## config.mk

```make
export PLATFORM = sky130hd
export DESIGN_NAME = fir_sample_feeder
export DESIGN_NICKNAME = d
export VERILOG_FILES = /design/src/rtl/fir_sample_feeder.sv
export SDC_FILE = /design/constraint.sdc
export NUM_CORES = 1
export LEC_CHECK = 0
export CORE_ASPECT_RATIO = 0.5
export CORE_MARGIN = 4
export CORE_UTILIZATION = 50
export DETAILED_ROUTE_END_ITERATION = 16
export PLACE_DENSITY_LB_ADDON = 0.15
export RECOVER_POWER = 25
export REMOVE_ABC_BUFFERS = 1
export SYNTH_ARGS = -nofsm -noshare
export SYNTH_HDL_FRONTEND = slang
export SYNTH_SLANG_ARGS = --single-unit
export TNS_END_PERCENT = 100
```

## constraint.sdc

```tcl
create_clock -name clk -period 5.1 [get_ports clk]
set_input_delay 1.53 -clock clk [delete_from_list [all_inputs] [get_ports clk]]
set_output_delay 1.53 -clock clk [all_outputs]
set_load 0.05 [all_outputs]
```

## src/rtl/fir_sample_feeder.sv

```systemverilog
// fir_sample_feeder: buffers unsigned ADC samples in a small FIFO and feeds them
// one at a time to a FIR. Offset-binary samples are converted to two's
// complement on the way in, and results are converted back on the way out.
// Ports:
//   clk, rst_n            clock, asynchronous active-low reset
//   in_valid/in_data      upstream sample; in_ready = FIFO not full
//   fir_start/fir_x       one-cycle start pulse and signed sample to the FIR
//   fir_done/fir_y        FIR result-valid pulse and signed result
//   out_valid/out_data    converted result, held until out_ready
//   overrun, timeout      sticky error flags, cleared by clear_flags
//   busy                  FSM active or FIFO holding samples
module fir_sample_feeder #(
  parameter int unsigned DataWidth     = 12,
  parameter int unsigned FifoDepth     = 4,
  parameter int unsigned TimeoutCycles = 255
) (
  input  logic                 clk,
  input  logic                 rst_n,
  input  logic                 in_valid,
  input  logic [DataWidth-1:0] in_data,
  output logic                 in_ready,
  output logic                 fir_start,
  output logic [DataWidth-1:0] fir_x,
  input  logic                 fir_done,
  input  logic [DataWidth-1:0] fir_y,
  output logic                 out_valid,
  output logic [DataWidth-1:0] out_data,
  input  logic                 out_ready,
  output logic                 overrun,
  output logic                 timeout,
  input  logic                 clear_flags,
  output logic                 busy
);

  localparam int unsigned PtrW = $clog2(FifoDepth);
  localparam int unsigned CntW = $clog2(TimeoutCycles + 1);
  localparam logic [DataWidth-1:0] SignFlip = {1'b1, {(DataWidth-1){1'b0}}};
  // WAIT cycle k after fir_start sees cnt = k-1; expiring on this value makes
  // the timeout flag visible exactly TimeoutCycles cycles after fir_start.
  localparam logic [CntW-1:0] LastCnt = CntW'(TimeoutCycles - 2);

  typedef enum logic [1:0] {IDLE, START, WAIT, OUT} state_t;

  state_t                 state, state_next;
  logic [DataWidth-1:0]   mem [FifoDepth];
  logic [PtrW-1:0]        wr_ptr, rd_ptr;
  logic [PtrW:0]          count;
  logic [CntW-1:0]        cnt;
  logic                   full, empty, push, pop;
  logic                   done_hit, timeout_hit;

  assign full      = (count == (PtrW+1)'(FifoDepth));
  assign empty     = (count == '0);
  assign in_ready  = ~full;
  assign push      = in_valid & ~full;
  assign fir_start = (state == START);
  assign out_valid = (state == OUT);
  assign busy      = (state != IDLE) | ~empty;

  always_comb begin
    state_next  = state;
    pop         = 1'b0;
    done_hit    = 1'b0;
    timeout_hit = 1'b0;
    case (state)
      IDLE: begin
        if (!empty) begin
          pop        = 1'b1;
          state_next = START;
        end
      end
      START: state_next = WAIT;
      WAIT: begin
        if (fir_done) begin
          done_hit   = 1'b1;
          state_next = OUT;
        end else if (cnt == LastCnt) begin
          timeout_hit = 1'b1;
          state_next  = IDLE;
        end
      end
      OUT: begin
        if (out_ready) state_next = IDLE;
      end
      default: state_next = IDLE;
    endcase
  end

  // Storage array carries no reset; occupancy is governed by the pointers.
  always_ff @(posedge clk) begin
    if (push) mem[wr_ptr] <= in_data;
  end

  always_ff @(posedge clk or negedge rst_n) begin
    if (!rst_n) begin
      state    <= IDLE;
      wr_ptr   <= '0;
      rd_ptr   <= '0;
      count    <= '0;
      cnt      <= '0;
      fir_x    <= '0;
      out_data <= '0;
      overrun  <= 1'b0;
      timeout  <= 1'b0;
    end else begin
      state <= state_next;

      if (push) wr_ptr <= wr_ptr + PtrW'(1);
      if (pop)  rd_ptr <= rd_ptr + PtrW'(1);
      if (push && !pop)      count <= count + (PtrW+1)'(1);
      else if (pop && !push) count <= count - (PtrW+1)'(1);

      if (pop) fir_x <= mem[rd_ptr] ^ SignFlip;

      if (state == START)     cnt <= '0;
      else if (state == WAIT) cnt <= cnt + CntW'(1);

      if (done_hit) out_data <= fir_y ^ SignFlip;

      if (clear_flags)             overrun <= 1'b0;
      else if (in_valid && full)   overrun <= 1'b1;

      if (clear_flags)      timeout <= 1'b0;
      else if (timeout_hit) timeout <= 1'b1;
    end
  end

endmodule

```

# ---- Yosys cells after proc, flatten, opt, wreduce, memory -nomap -nowiden
# Memory sizes are Yosys's and may differ from the RTL's.
# Cells that the tools add are included.
dict set report word_totals {
  input_bits 30
  elab_cells 64
  mem_count 1
  ff_bits 43
  output_inout_bits 30
  mem_bits_rw 48
}
dict set report classes {
  mux 22
  n_bitwise 6
  reduce_logical 13
  add_sub_neg 5
  eq_ne 8
}
# memory depth width read_ports rd_clocked_by_memory_dff write_ports line_no
set mem_list {}
lappend mem_list {mem 4 12 1 0 1 45} ;# logic [DataWidth-1:0] mem [FifoDepth];
# operator n
set op_table {}
lappend op_table {{$mux 8} 2}
lappend op_table {{$mux 1} 13}
lappend op_table {{$reduce_bool 2->1} 5}
lappend op_table {{$add 8x1->8 const B} 1}
lappend op_table {{$eq 8x8->1 const B} 1}
lappend op_table {{$mux 2} 4}
lappend op_table {{$pmux 2 s4} 1}
lappend op_table {{$mux 3} 2}
lappend op_table {{$add 2x1->2 const B} 2}
lappend op_table {{$eq 2x2->1 const B} 2}
lappend op_table {{$not 1->1} 4}
lappend op_table {{$add 3x1->3 const B} 1}
lappend op_table {{$eq 3x3->1 const B} 1}
lappend op_table {{$logic_and 1x1->1} 3}
lappend op_table {{$logic_not 3->1} 1}
lappend op_table {{$ne 3x3->1 const B} 1}
lappend op_table {{$reduce_and 3->1} 1}
lappend op_table {{$sub 3x1->3 const B} 1}
lappend op_table {{$eq 2x1->1 const B} 1}
lappend op_table {{$logic_not 1->1} 2}
lappend op_table {{$logic_not 2->1} 1}
lappend op_table {{$ne 2x1->1 const B} 1}
lappend op_table {{$ne 2x2->1 const B} 1}
lappend op_table {{$and 1x1->1} 1}
lappend op_table {{$or 1x1->1} 1}

# ---- Longest topological paths before layout
dict set report logic_depth {
  ltp_word 7
  depth_mapped 10
  ltp_nobuf 9
}

# ---- Least setup slack after synthesis
# No wires, ideal clock.
dict set report synth_timing {
  path_kind {input port to flip-flop}
  from {input in_valid}
  to {register count[2]}
  t_required_ns 5.021
  stages 7
  path_buffers 0
  setup_ns 0.079
  arrival_time_ns 2.675
  slack_ns 2.346
  cell_sequence {and2_1 -> ha_1 -> inv_1 -> fa_1 -> xor2_1 -> nor2_1 -> xor2_1}
}
dict set report synth_via {
  elab_chain_cells 4
  elab_cells_between_ends 6
  classes_between {mux (1); bitwise (1); reduce/logical (4)}
}
# element line_no
set synth_lines {}
lappend synth_lines {{start, declared} 19} ;# input logic in_valid,
lappend synth_lines {{$and 1x1->1 (*)} 55} ;# assign push = in_valid & ~full;
lappend synth_lines {{$logic_not 1->1} 111} ;# else if (pop && !push) count <= count - (PtrW+1)'(1);
lappend synth_lines {{$logic_and 1x1->1} 111}
lappend synth_lines {{$reduce_bool 2->1 (no source line)} --}
lappend synth_lines {{end signal, assigned} 110} ;# if (push && !pop) count <= count + (PtrW+1)'(1);
lappend synth_lines {{end signal, assigned} 111}
lappend synth_lines {{end, declared} 47} ;# logic [PtrW:0] count;
# Every way passes the cells marked *; elsewhere a longest branch is shown, timed or not.
# A chain may end at the register's enable or synchronous reset.

# ---- Worst setup path after layout
dict set report layout_timing {
  from {register count[0]}
  to {register count[2]}
}
dict set report layout_via {
  elab_chain_cells 6
  elab_cells_between_ends 15
  classes_between {add/sub (2); eq/ne (1); mux (4); bitwise (2); reduce/logical (6)}
}
# element
set layout_lines {}
lappend layout_lines {{parallel branches: the longest is 6 deep, another holds $sub 3x1->3}}
# Parallel ways; which one is timed is not known. The select of a mux whose other input is x is not followed.

==> key figures <==
Yosys
  – Syn Area/Cell: 16.80 µm²
  – Synth area leaders: edfxtp_1, dfrtp_1, mux2_2, mux4_2, ha_1
  – Yosys warns: 0
  – Synth Area in Simple Gates: 0.04730
  – Largest family of logic cells by synthesized area: multiplexers
  – Area leader, netlist: edfxtp_1
  – Sequential share of the synthesized area: 0.6749
  – Seq cells post-synth: 91
  – Synth Area in Compound Gates: 0.03522
  – Adder-cell area share of the yosys netlist: 0.04562
  – Cell Area, Synth: 0.003730 mm²
  – Mux cell area share after synthesis: 0.1550
  – XOR/XNOR share of the synthesized area: 0.01879
  – Proportion of netlist area held by the largest area contributor: 0.3864
  – Synth cell types: 34
  – Post-Syn Instances: 222

Setup path
  – Data required time of the worst path: 5350 ps
  – Reg-to-reg startpoint: count[0]$_DFFE_PN0P_
  – Critical Path AT: 4130 ps
  – Worst setup EP type: flop
  – Worst setup path endpoint: count[2]$_DFFE_PN0P_
  – R2R Setup Slk: 1220 ps
  – Slowest CP cell: o31ai_1
  – Worst R2R Path Depth: 7
  – Critical path's largest stage delay: 2000 ps
  – Worst-path fanout max: 16
  – Critical Path Most Common Cell: xor2_1
  – Critical Path Start Type: flop
  – Critical path class: flop to flop
  – CP Cell Sequence: o31ai_1, ha_1, inv_1, fa_1, xor2_1, nor2_1, xor2_1
  – FF-to-FF End: count[2]$_DFFE_PN0P_
  – CP Launch Point: count[0]$_DFFE_PN0P_

Power and ir drop
  – Peak supply drop: 0.0002586 V
  – Net Sw Frac: 0.3878
  – Fraction of power consumed by the clock network: 0.192
  – Sequential share of power: 0.383
  – Cell leakage power: 1.773 nW
  – Cell internal pwr: 0.001909 W
  – Power Density: 672.5 mW/mm²
  – Gate power share: 0.425
  – Net Sw Power: 0.001210 W

Drt
  – Total Wirelength: 6444 µm
  – WL/cell: 16.78 µm
  – Vias per Instance: 5.286
  – Via count: 2,030
  – DRC Markers: 0
  – Initial drt markers: 182
  – Antenna Nets Post-Route: 0
  – Total iterations of the first detailed-routing run: 4

Timing
  – TNS Setup: 0 ps
  – Final setup violating endpoints: 0
  – Max-Slew Margin vs Limit: -0.7102
  – Fin. Hold Viols: 0
  – Final slew viol count: 17
  – Achievable frequency: 257.8 MHz
  – Final min period: 3879 ps
  – Worst-Margin Slew: 2544 ps
  – RSZ-0062 raised after global routing: false
  – Clock Skew: 5.815 ps
  – Period utilization: 0.7606

Run status
  – Status: complete, but fails checks
  – Failing checks: max-capacitance violations, max-slew violations

Global route
  – First-pass GRT wire length: 10,700 µm
  – Total track usage: 0.1570
  – Gr ovfl total: 0
  – Largest net degree at the start of global routing: 44
  – Vias in the first global route: 2,080
  – Initial antenna violation count: 0

Worst hold path
  – Hold Path Class: flop to flop
  – Worst hold stages: 2

Clock network
  – Clock Tree Buf Depth: 2
  – PostCTS Resize Cnt: 0
  – CTS tree: yes
  – Clk sinks: 91
  – H-tree levels: 3
  – CTS buffer count: 9
  – Hold buffer count at cts: 0
  – Post-CTS setup buffers: 0
  – Clk_lat worst skew: 330 ps
  – Clock slew at reported path FFs: 60 ps
  – Root Driver: clkbuf_16

Final layout
  – Final Util: 0.6659
  – # diodes: 0
  – Post-layout net count: 330
  – Most common cell after layout, fill and taps aside: edfxtp_1
  – Layout cells sized above 1: 0.1644
  – Most frequent cells in the layout: edfxtp_1, clkdlybuf4s50_1, dfrtp_1
  – Layout area overhead: 24.32%

Die
  – Total core area: 0.006963 mm²
  – Die ar.: 0.008989 mm²
  – Row count: 21
  – Number of I/O pins: 60
  – Die Y: 69.07 µm
  – Initial Util: 0.5357
  – DIE WIDTH: 130.1 µm

Run
  – Max_cap viols: 1

Placed design
  – GPL Wtd Cong: 0.8239
  – Port buffer count: 59
  – Placed wire-length estimate: 4338 µm
[metrics by stage]
step	cells	hold slack (ps)	setup WS (ps)	instance area [µm²]	power [W]
after floorplan	217	469.2	2343	3681	0.002132
after global placement	368	465.6	1723	4382	0.002516
after detailed placement	368	479.7	1602	4382	0.002569
after CTS	384	494.2	1430	4651	0.003173
after global routing	384	511.3	939.1	4637	0.003302
final	384	490.0	1221	4637	0.003119
[final cells by class]
| class | instances | area, µm² |
|---|---|---|
| multi-input cells | 116 | 1112 |
| clock buffers | 10 | 229.0 |
| well taps | 92 | 115.1 |
| repair buffers | 59 | 585.6 |
| fillers | 486 | 2326 |
| flip-flops and latches | 91 | 2517 |
| clock inverters | 6 | 40.04 |
| inverters | 10 | 37.54 |
[Yosys cell counts]
master / instances
buf_4: 1
xor2_1: 3
nand2_1: 8
nand2b_1: 2
o21ai_0: 7
nor2_1: 8
buf_12: 1
xnor2_1: 5
nor3_1: 3
inv_1: 10
o31ai_4: 1
nand3_1: 5
nor2b_1: 1
buf_6: 1
mux2i_1: 3
o2bb2ai_1: 2
dfrtp_1: 43
fa_1: 1
and2_1: 1
nand4_1: 1
mux4_1: 2
o22ai_1: 1
and3_1: 4
mux2_2: 24
o41ai_1: 1
a31oi_1: 2
ha_1: 12
nor4_1: 1
edfxtp_1: 48
or3_1: 1
a21oi_1: 6
mux4_2: 10
nand3b_1: 1
buf_2: 2
[how the worst min path moves through the flow]
stage | startpoint | to | slack (ps)
finish | fir_x[11]$_DFFE_PN0P_ | fir_x[11]$_DFFE_PN0P_ | 490
global route | fir_x[5]$_DFFE_PN0P_ | fir_x[5]$_DFFE_PN0P_ | 510
CTS | fir_x[11]$_DFFE_PN0P_ | fir_x[11]$_DFFE_PN0P_ | 490
detailed placement | fir_x[11]$_DFFE_PN0P_ | fir_x[11]$_DFFE_PN0P_ | 480
global placement | out_data[11]$_DFFE_PN0P_ | out_data[11]$_DFFE_PN0P_ | 470
floorplan | cnt[4]$_DFFE_PN0P_ | cnt[4]$_DFFE_PN0P_ | 470
[cells by family (layout without fill, tap and decap cells)]
logic type,after synthesis,count (layout)
DFF,91,91
AOI/OAI and AO/OA,20,20
adders and majority gates,13,13
buffers and inverters,15,85
and+or+nand+nor,36,36
muxes,39,39
xor gates and xnor gates,8,8
[flip-flops by register name, indices dropped and copies added (netlist names), 2 cells and up]
register	cells
mem	48
fir_x	12
out_data	12
cnt	8
count	3
rd_ptr	2
state	2
wr_ptr	2
[layer usage]
layer	GRT usage	up-vias	wire length (µm)
met4	0.04839	0	72
met3	0.05710	7	347
met1	0.2097	1020	2919
li1	-	962	-
met2	0.2412	41	3105
met5	0	-	0
[power by group through the flow]
stage                     registers (W)  logic (W)  clock network [W]
after CTS                       0.00120    0.00135           0.000615
after detailed placement        0.00122    0.00135                  0
final                           0.00119    0.00133           0.000599
after global routing            0.00123    0.00142           0.000649
after global placement          0.00120    0.00131                  0
after floorplan                 0.00152   0.000608                  0
[worst max-delay path, delay by kind of cell (launching register included)]
family / cells / cell delay, ps
compound gates: 1 / 2000
xor+xnor: 2 / 340
fa+ha+maj: 2 / 830
buf+inv: 1 / 70
flops: 1 / 440
simple gates: 1 / 120
(Power assumes the default switching activity.)
